**src/rtl/srio_pkg.sv**
```systemverilog
// Shared SRIO definitions: FTYPE codes, doorbell info codes, FSM state type
// and the HELLO doorbell header layout used by requester and responder.
package srio_pkg;

    // HELLO FTYPE codes
    localparam logic [3:0] FTYPE_NREAD  = 4'h2;
    localparam logic [3:0] FTYPE_NWRITE = 4'h5;
    localparam logic [3:0] FTYPE_SWRITE = 4'h6;
    localparam logic [3:0] FTYPE_DOORB  = 4'hA;
    localparam logic [3:0] FTYPE_MESSG  = 4'hB;
    localparam logic [3:0] FTYPE_RESP   = 4'hD;

    // Doorbell info codes
    localparam logic [15:0] DB_SELF_REQ     = 16'h0101;
    localparam logic [15:0] DB_EP_READY     = 16'h0100;
    localparam logic [15:0] DB_EP_NOT_READY = 16'h01FF;
    localparam logic [15:0] DB_DATA_OK      = 16'h0200;
    localparam logic [15:0] DB_DATA_FAIL    = 16'h0201;

    // Requester FSM states
    typedef enum logic [2:0] {
        ST_IDLE,
        ST_SEND_SELF,
        ST_WAIT_SELF,
        ST_BACKOFF,
        ST_READY,
        ST_SEND_DATA,
        ST_WAIT_DATA,
        ST_ERROR
    } db_req_state_t;

    // HELLO doorbell header, MSB first (64 bits total)
    typedef struct packed {
        logic [7:0]  tid;
        logic [3:0]  ftype;
        logic [3:0]  ttype;
        logic        rsvd0;
        logic [1:0]  prio;
        logic        crf;
        logic [11:0] rsvd1;
        logic [15:0] info;
        logic [15:0] rsvd2;
    } hello_db_hdr_t;

    // Assemble a doorbell header from transaction ID and info field
    function automatic logic [63:0] hello_db_hdr(input logic [7:0]  tid,
                                                 input logic [15:0] info);
        hello_db_hdr_t h;
        h.tid   = tid;
        h.ftype = FTYPE_DOORB;
        h.ttype = 4'h0;
        h.rsvd0 = 1'b0;
        h.prio  = 2'h1;
        h.crf   = 1'b0;
        h.rsvd1 = '0;
        h.info  = info;
        h.rsvd2 = '0;
        return h;
    endfunction

    // Field extraction helpers for received headers
    function automatic logic [3:0] hello_ftype(input logic [63:0] hdr);
        return hdr[55:52];
    endfunction

    function automatic logic [15:0] hello_info(input logic [63:0] hdr);
        return hdr[31:16];
    endfunction

endpackage

```
**src/rtl/db_hdr_gen.sv**
```systemverilog
// Combinational HELLO doorbell header assembly from tid and info.
module db_hdr_gen
    import srio_pkg::*;
(
    input  logic [7:0]  tid,
    input  logic [15:0] info,
    output logic [63:0] hdr
);

    // Pure field packing; no state
    always_comb begin
        hdr = hello_db_hdr(tid, info);
    end

endmodule

```
**src/rtl/db_req.sv**
```systemverilog
// Source-side doorbell requester: self-check bring-up with retry/backoff,
// then data-integrity doorbells with echo matching and timeout.
module db_req
    import srio_pkg::*;
#(
    parameter int unsigned TIMEOUT_CYC = 1024,
    parameter int unsigned BACKOFF_CYC = 256,
    parameter int unsigned RETRY_MAX   = 8
) (
    input  logic        log_clk,
    input  logic        log_rst,
    input  logic [15:0] src_id,
    input  logic [15:0] des_id,
    input  logic        start_i,
    input  logic        xfer_done_i,
    input  logic        xfer_ok_i,
    output logic        treq_tvalid_o,
    input  logic        treq_tready_in,
    output logic        treq_tlast_o,
    output logic [63:0] treq_tdata_o,
    output logic [7:0]  treq_tkeep_o,
    output logic [31:0] treq_tuser_o,
    input  logic        tresp_tvalid_in,
    output logic        tresp_tready_o,
    input  logic        tresp_tlast_in,
    input  logic [63:0] tresp_tdata_in,
    input  logic [31:0] tresp_tuser_in,
    output logic        link_ready_o,
    output logic        busy_o,
    output logic        db_done_o,
    output logic        db_err_o,
    output logic [7:0]  retry_cnt_o
);

    localparam logic [15:0] TMO_LAST = 16'(TIMEOUT_CYC - 1);
    localparam logic [15:0] BO_LAST  = 16'(BACKOFF_CYC - 1);
    localparam logic [7:0]  RMAX     = 8'(RETRY_MAX);

    db_req_state_t state, state_nxt;
    logic [7:0]    tid, tid_nxt;
    logic [15:0]   timer, timer_nxt;
    logic [7:0]    retry_cnt, retry_nxt;
    logic [15:0]   data_info, data_info_nxt;
    logic          err_q, err_nxt;
    logic          link_q, link_nxt;
    logic          done_q, done_nxt;

    logic          resp_hit;
    logic [15:0]   resp_info;
    logic [15:0]   req_info;
    logic [63:0]   hdr;
    logic          timer_inc;
    logic          unused_resp;

    // Framing/user bits of the response channel carry nothing we act on
    assign unused_resp = ^{tresp_tlast_in, tresp_tuser_in,
                           tresp_tdata_in[63:56], tresp_tdata_in[51:32],
                           tresp_tdata_in[15:0]};

    assign resp_hit  = tresp_tvalid_in && (hello_ftype(tresp_tdata_in) == FTYPE_DOORB);
    assign resp_info = hello_info(tresp_tdata_in);

    // Beat content is derived only from registered state, so it stays
    // stable for as long as tvalid is held waiting for tready
    assign req_info  = (state == ST_SEND_SELF) ? DB_SELF_REQ : data_info;

    db_hdr_gen u_hdr_gen (
        .tid  (tid),
        .info (req_info),
        .hdr  (hdr)
    );

    // Registered-state decode of request channel and status outputs
    always_comb begin
        treq_tvalid_o  = (state == ST_SEND_SELF) || (state == ST_SEND_DATA);
        treq_tlast_o   = treq_tvalid_o;
        treq_tkeep_o   = treq_tvalid_o ? '1 : '0;
        treq_tdata_o   = treq_tvalid_o ? hdr : '0;
        treq_tuser_o   = treq_tvalid_o ? {src_id, des_id} : '0;
        tresp_tready_o = 1'b1;
        busy_o         = !((state == ST_IDLE) || (state == ST_READY) || (state == ST_ERROR));
        link_ready_o   = link_q;
        db_done_o      = done_q;
        db_err_o       = err_q;
        retry_cnt_o    = retry_cnt;
    end

    // Next-state and register-update logic
    always_comb begin
        state_nxt     = state;
        tid_nxt       = tid;
        retry_nxt     = retry_cnt;
        data_info_nxt = data_info;
        err_nxt       = err_q;
        link_nxt      = link_q;
        done_nxt      = 1'b0;
        timer_inc     = (state == ST_WAIT_SELF) || (state == ST_WAIT_DATA) ||
                        (state == ST_BACKOFF);
        timer_nxt     = (timer_inc && (timer != '1)) ? timer + 16'd1 : timer;

        unique case (state)
            ST_IDLE, ST_ERROR: begin
                if (start_i) begin
                    state_nxt = ST_SEND_SELF;
                    retry_nxt = '0;
                    err_nxt   = 1'b0;
                    link_nxt  = 1'b0;
                end
            end
            ST_SEND_SELF: begin
                if (treq_tready_in) begin
                    state_nxt = ST_WAIT_SELF;
                    retry_nxt = retry_cnt + 8'd1;
                    tid_nxt   = tid + 8'd1;
                    timer_nxt = '0;
                end
            end
            ST_WAIT_SELF: begin
                // A response in the expiry cycle takes priority over timeout
                if (resp_hit && (resp_info == DB_EP_READY)) begin
                    state_nxt = ST_READY;
                    link_nxt  = 1'b1;
                end else if ((resp_hit && (resp_info == DB_EP_NOT_READY)) ||
                             (timer == TMO_LAST)) begin
                    if (retry_cnt < RMAX) begin
                        state_nxt = ST_BACKOFF;
                        timer_nxt = '0;
                    end else begin
                        state_nxt = ST_ERROR;
                        err_nxt   = 1'b1;
                    end
                end
            end
            ST_BACKOFF: begin
                if (timer == BO_LAST) begin
                    state_nxt = ST_SEND_SELF;
                end
            end
            ST_READY: begin
                if (xfer_done_i) begin
                    state_nxt     = ST_SEND_DATA;
                    data_info_nxt = xfer_ok_i ? DB_DATA_OK : DB_DATA_FAIL;
                end
            end
            ST_SEND_DATA: begin
                if (treq_tready_in) begin
                    state_nxt = ST_WAIT_DATA;
                    tid_nxt   = tid + 8'd1;
                    timer_nxt = '0;
                end
            end
            ST_WAIT_DATA: begin
                if (resp_hit && (resp_info == data_info)) begin
                    state_nxt = ST_READY;
                    done_nxt  = 1'b1;
                end else if (timer == TMO_LAST) begin
                    state_nxt = ST_ERROR;
                    err_nxt   = 1'b1;
                    link_nxt  = 1'b0;
                end
            end
            default: begin
                state_nxt = ST_IDLE;
            end
        endcase
    end

    // State and datapath registers, asynchronous active-high reset
    always_ff @(posedge log_clk or posedge log_rst) begin
        if (log_rst) begin
            state     <= ST_IDLE;
            tid       <= '0;
            timer     <= '0;
            retry_cnt <= '0;
            data_info <= '0;
            err_q     <= 1'b0;
            link_q    <= 1'b0;
            done_q    <= 1'b0;
        end else begin
            state     <= state_nxt;
            tid       <= tid_nxt;
            timer     <= timer_nxt;
            retry_cnt <= retry_nxt;
            data_info <= data_info_nxt;
            err_q     <= err_nxt;
            link_q    <= link_nxt;
            done_q    <= done_nxt;
        end
    end

endmodule
```
**config.mk**
```make
export PLATFORM = sky130hd
export DESIGN_NAME = db_req
export DESIGN_NICKNAME = d
export VERILOG_FILES = /design/src/rtl/srio_pkg.sv /design/src/rtl/db_hdr_gen.sv /design/src/rtl/db_req.sv
export SDC_FILE = /design/constraint.sdc
export NUM_CORES = 1
export LEC_CHECK = 0
export CORE_AREA = 2 2 103 105
export CTS_BUF_LIST = sky130_fd_sc_hd__clkbuf_4 sky130_fd_sc_hd__clkbuf_8 sky130_fd_sc_hd__clkbuf_16
export DETAILED_ROUTE_END_ITERATION = 10
export DIE_AREA = 0 0 105 107
export PLACE_DENSITY = 0.92
export SYNTH_ARGS = -nofsm -noshare
export SYNTH_HDL_FRONTEND = slang
export SYNTH_HIERARCHICAL = 1
export SYNTH_SLANG_ARGS = --single-unit
export TNS_END_PERCENT = 30
```
**constraint.sdc**
```tcl
create_clock -name log_clk -period 2.6 [get_ports log_clk]
set_input_delay 0.78 -clock log_clk [delete_from_list [all_inputs] [get_ports log_clk]]
set_output_delay 0.78 -clock log_clk [all_outputs]
set_load 0.01 [all_outputs]
```
---- Word level (Yosys, flattened, before mapping) ----
Cells that the tools add are included.
cells by class
  muxes and demuxes ....................... 38
  reduce and logical (&&, ||, !) cells .... 23
  add/sub/neg operators ................... 3
  $lt $le $gt $ge ......................... 1
  equal/unequal tests ..................... 27
operator list
  operator                                                                      count
  16-bit two-way mux                                                            6
  64-bit two-way mux                                                            1
  16-bit by 9-bit equality test with 1-bit output, second input constant        2
  32-bit two-way mux                                                            1
  16-bit one-hot mux with 2 select lines                                        1
  3-bit two-way mux                                                             10
  8-bit two-way mux                                                             3
  3-bit one-hot mux with 7 select lines                                         1
  16-bit by 1-bit adder with 16-bit output, second input constant               1
  8-bit by 1-bit adder with 8-bit output, second input constant                 2
  16-bit by 10-bit equality test with 1-bit output, second input constant       1
  16-bit equality test                                                          1
  16-bit by 8-bit equality test with 1-bit output, second input constant        1
  16-bit != test, second input constant                                         1
  8-bit one-hot mux with 2 select lines                                         1
  2-bit != test, second input constant                                          7
  7-bit AND reduction                                                           2
  3-bit equality test, second input constant                                    4
  1-bit two-way mux                                                             12
  8-bit by 4-bit less-than comparator with 1-bit output, second input constant  1
  2-bit by 1-bit != test with 1-bit output, second input constant               4
  3-bit by 2-bit equality test with 1-bit output, second input constant         2
  1-bit logical OR                                                              6
  3-bit by 1-bit != test with 1-bit output, second input constant               2
  12 further kinds                                                              19
word-level totals
  bits of input ports ..................... 136
  output and inout bits ................... 119
  register bits after elaboration ......... 54
  logic and storage cells ................. 100

---- Longest topological paths before layout ----
  word-level depth ........................ 9
  depth in mapped cells ................... 8

---- Hierarchy ----
The synthesis kept the hierarchy.
by module, submodules not included
  module      instances  cells each  area an instance (um^2)
  db_req      1          381         3060.4
  db_hdr_gen  1          66          488.0

---- Worst setup path before layout ----
No wires, ideal clock.
  kind .................................... input port to flip-flop
  from .................................... input tresp_tdata_in[21]
  to ...................................... register state[0]
  path slack .............................. -136 ps
  data arrival time ....................... 2599 ps
  setup time .............................. 136 ps
  required time ........................... 2464 ps
  stages .................................. 5
  path through ............................ or4_1 or4b_4 or4_4 a211oi_1 a21oi_1
on the way
  cells in the longest elaborated chain, start to end .. 5
  elaborated cells between the ends (all ways) .. 13
RTL lines
  item                                                       RTL line       text
  start, declared                                            db_req.sv:26   input logic [63:0] tresp_tdata_in,
  16-bit by 9-bit equality test with 1-bit output            db_req.sv:123  end else if ((resp_hit && (resp_info == DB_EP_NOT_READY)) ||
  1-bit logical AND                                          db_req.sv:123
  1-bit logical OR                                           db_req.sv:123
  3-bit by 1-bit != test with 1-bit output (no source line)  n/a
  7-bit AND reduction (no source line)                       n/a
  end signal, assigned                                       db_req.sv:180  state <= state_nxt;
  end, declared                                              db_req.sv:39   db_req_state_t state, state_nxt;
Parallel ways exist; a longest one is shown, timed or not.
A chain may end at the register's enable or synchronous reset.

---- Worst setup path after layout ----
  from .................................... input tresp_tdata_in[29]
  to ...................................... register timer[5]
on the way
  cells in the longest elaborated chain, start to end .. 6
  elaborated cells between the ends (all ways) .. 8
RTL lines
  item                                             RTL line       text
  16-bit by 9-bit equality test with 1-bit output  db_req.sv:123
  1-bit logical AND                                db_req.sv:123
  1-bit logical OR                                 db_req.sv:123
  16-bit two-way mux                               db_req.sv:123
  16-bit two-way mux *                             db_req.sv:120  if (resp_hit && (resp_info == DB_EP_READY)) begin
  16-bit one-hot mux with 2 select lines *         db_req.sv:101  unique case (state)
  named net timer_nxt[5]                           db_req.sv:41   logic [15:0] timer, timer_nxt;
  end signal, assigned                             db_req.sv:182  timer <= timer_nxt;
  end, declared                                    db_req.sv:41
Mark *: on every way through the listed nets, which the timed path passes. The rest lies on a longest branch.

==> flow_summary.json <==
{
  "status": "completed",
  "tns_ns": 0,
  "grt_overflow": 0,
  "antennaDiodeCount": 0,
  "clkLatencyLatePin_ns": 0.29,
  "grt.total_usage_pct": 16.5,
  "wl_met3_um": 751,
  "initial_core_util_pct": 35.2,
  "synth_top_area_share_pct": 28.2,
  "die_y_um": 107,
  "ys_ff_latch": 40,
  "dpl_cell_area_sq_mm": 0.00478,
  "dp_slack_ns": -0.660,
  "layout-drive-gt1-share_pct": 14.4,
  "worstPathArrival_ns": 2.75,
  "rsz0062_at_grt": "true",
  "setup_viol": 0,
  "hpwl_um": 7550,
  "top_layer": "met4",
  "place_inst": 694,
  "yosysWarningCount": 6,
  "grt_pass1_vias": 3121,
  "min_period_ns": 2.57,
  "p_comb_share_pct": 66.9,
  "wl_per_cell_um": 14.4,
  "cp_max_fo": 8,
  "yosys-top-cells-count": "98 x and2_1, 75 x buf_4, 40 x dfrtp_1",
  "fmax_mhz": 390,
  "synth_edf_count": 0,
  "cts_made_buffers": 5,
  "initialDrtViolationCount": 229,
  "cts_tree": "built",
  "nets": 714,
  "syn_to_final_growth_pct": 45.9,
  "finalClockSkew_ns": 0.00317,
  "die_x_um": 105,
  "total_power_mw": 3.98,
  "relSlewSlack_pct": 65.2,
  "ys_dominant_reg_cell": "dfrtp_1",
  "async_flop_share_pct": 100,
  "grt_pass1_wl_um": 15100,
  "path_cells": "clkdlybuf4s50_1 > nor3_2 > nand4b_1 > or4_4 > a21o_1 > o21ai_4 > clkbuf_16 > nor2_4",
  "setup_slack_ns": 0.0348,
  "slew_viol_final": 0,
  "timing_worst_setup_path_type": "primary input to register",
  "netlist_top_cells_area": "dfrtp_1 28%, and2_1 17%, buf_4 16%",
  "max_stage_delay_ns": 0.45,
  "ir_worst_vdd_uv": 382,
  "gp_congestion": 0.826,
  "yosysUniqueCellTypes": 50,
  "firstDrtPassIters": 4,
  "fin_cells": 712,
  "p_int_mw": 2.28,
  "core_area_sq_mm": 0.0101,
  "netlist_instances": 447,
  "yosysMostFrequentCell": "and2_1",
  "cellPowerDensity_mw_per_mm2": 769,
  "cp.required_ns": 2.78,
  "avgSynthCellArea_sq_um": 7.94,
  "htreeDepth": 2,
  "swShare_pct": 42.7,
  "finalHoldViolations": 0,
  "clockPowerShare_pct": 11.4,
  "ctsHoldBuffers": 0,
  "critPathSlowestCell": "or4_4",
  "wl_met1_um": 3610,
  "yosys.area.top_type": "dfrtp_1",
  "ant_nets": 0,
  "fin_crit_sh_pct": 98.7,
  "route.met2.wl_um": 5770,
  "antenna_found_initial": 0,
  "routed_wl_um": 10200,
  "rows": 37,
  "cp-end-kind": "register",
  "seqPwrFrac_pct": 21.7,
  "ioPinCount": 255,
  "tightest_slew_ns": 0.523,
  "synth_area_sq_mm": 0.00355,
  "grt_max_degree": 72,
  "ys_seq_area_share_pct": 28.2,
  "switchingPower_mw": 1.70,
  "vias_per_cell": 4.71,
  "die_area_sq_mm": 0.0112,
  "power_leakage_nw": 2.48,
  "cap_violations": 0,
  "min_path_type": "register to register",
  "drc": 0,
  "worstSetupStartpointType": "primary input",
  "cts_root_buffer": "clkbuf_8",
  "portBuffers": 126,
  "fin_area_sq_mm": 0.00518,
  "clock_path_buffers": 2,
  "dr_total_vias": 3353,
  "cts.clk_slew.worst_paths_ns": 0.07,
  "clock-sinks": 40
}
## worst paths after layout
| path | slack [ns] | end | from | cells past startpoint |
|---|---|---|---|---|
| min | 0.47 | tid[7] | tid[7] | 1 |
| min in group asynchronous | 0.92 | retry_cnt_o[4] | log_rst | 3 |
| max in group asynchronous | 1.33 | timer[4] | log_rst | 3 |
| max reg2reg | 0.42 | timer[14] | timer[4] | 7 |
| min reg2reg | 0.47 | tid[7] | tid[7] | 1 |
| max | 0.03 | timer[5] | tresp_tdata_in[29] | 8 |
## per-layer routing
metal  global-route usage (%)  up-vias
met4                     3.14        0
met2                     33.1      167
met3                     3.89       11
met5                        0        -
met1                     17.4     1562
li1                         -     1613
## kinds of logic (layout without fill, tap and decap cells)
logic type / Yosys count / count (layout) / synth area share, %
buffers and inverters: 99 / 178 / 18.6
and+or+nand+nor: 235 / 235 / 37.8
AOI/OAI and AO/OA: 39 / 39 / 7.09
xor gates and xnor gates: 24 / 24 / 5.92
muxes: 3 / 3 / 0.882
other: 4 / 54 / 0.423
adders and majority gates: 3 / 3 / 1.06
DFF: 40 / 40 / 28.2
## power by group through the flow
stage | clock, mW | combinational (mW) | sequential, mW
after floorplan | 0 | 1.55 | 0.859
after global placement | 0 | 2.32 | 0.859
after detailed placement | 0 | 2.40 | 0.870
after CTS | 0.463 | 2.44 | 0.858
after global routing | 0.487 | 2.88 | 0.879
final | 0.453 | 2.67 | 0.863
## final cells by class
cell class | instances | area, sq um
clock buffers | 8 | 97.6
fillers | 910 | 4920
inverters | 8 | 30.0
multi-input cells | 358 | 2260
flip-flops and latches | 40 | 1000
well taps | 136 | 170
repair buffers | 162 | 1610
## registers in the layout (all words and copies together), names as in the netlist
signal        flops
timer            16
retry_cnt_o       8
tid               8
state             3
data_info         2
db_done_o         1
db_err_o          1
link_ready_o      1
## per-stage QoR
stage	utilization (%)	hold slack (ns)
floorplan	-	0.447
global placement	47.4	0.465
detailed placement	47.4	0.462
CTS	49.8	0.477
global route	51.3	0.491
finish	51.3	0.466
## critical path, delay by kind of cell
family / cells / cell delay (ns)
AOI/OAI and AO/OA: 2 / 0.43
buffers and inverters: 2 / 0.67
and+or+nand+nor: 4 / 0.86
## layout by cell type (no fill, tap or decap), types with 4 or more instances in the layout
cell type,n
and2_1,98
clkdlybuf4s50_1,67
conb_1,54
dlygate4sd2_1,42
dfrtp_1,40
buf_4,28
nor2_1,23
nand2_1,20
xnor2_1,20
nand3_1,19
nor2_4,15
dlymetal6s2s_1,12
o21ai_0,10
nor3_1,10
inv_1,8
nand4_1,8
and3_1,6
nor4_1,6
clkbuf_8,6
a21oi_1,5
o21ai_1,5
xor2_1,4
nor4b_1,4
clkbuf_16,4
## timing repair
action / in CTS / in global routing
pin swaps: 31 / 6
endpoints found under the setup margin: 67 / 29
setup buffers: 3 / 3
gates resized for setup: 95 / 22
gates cloned: 1 / 3
(Power assumes the default switching activity.)
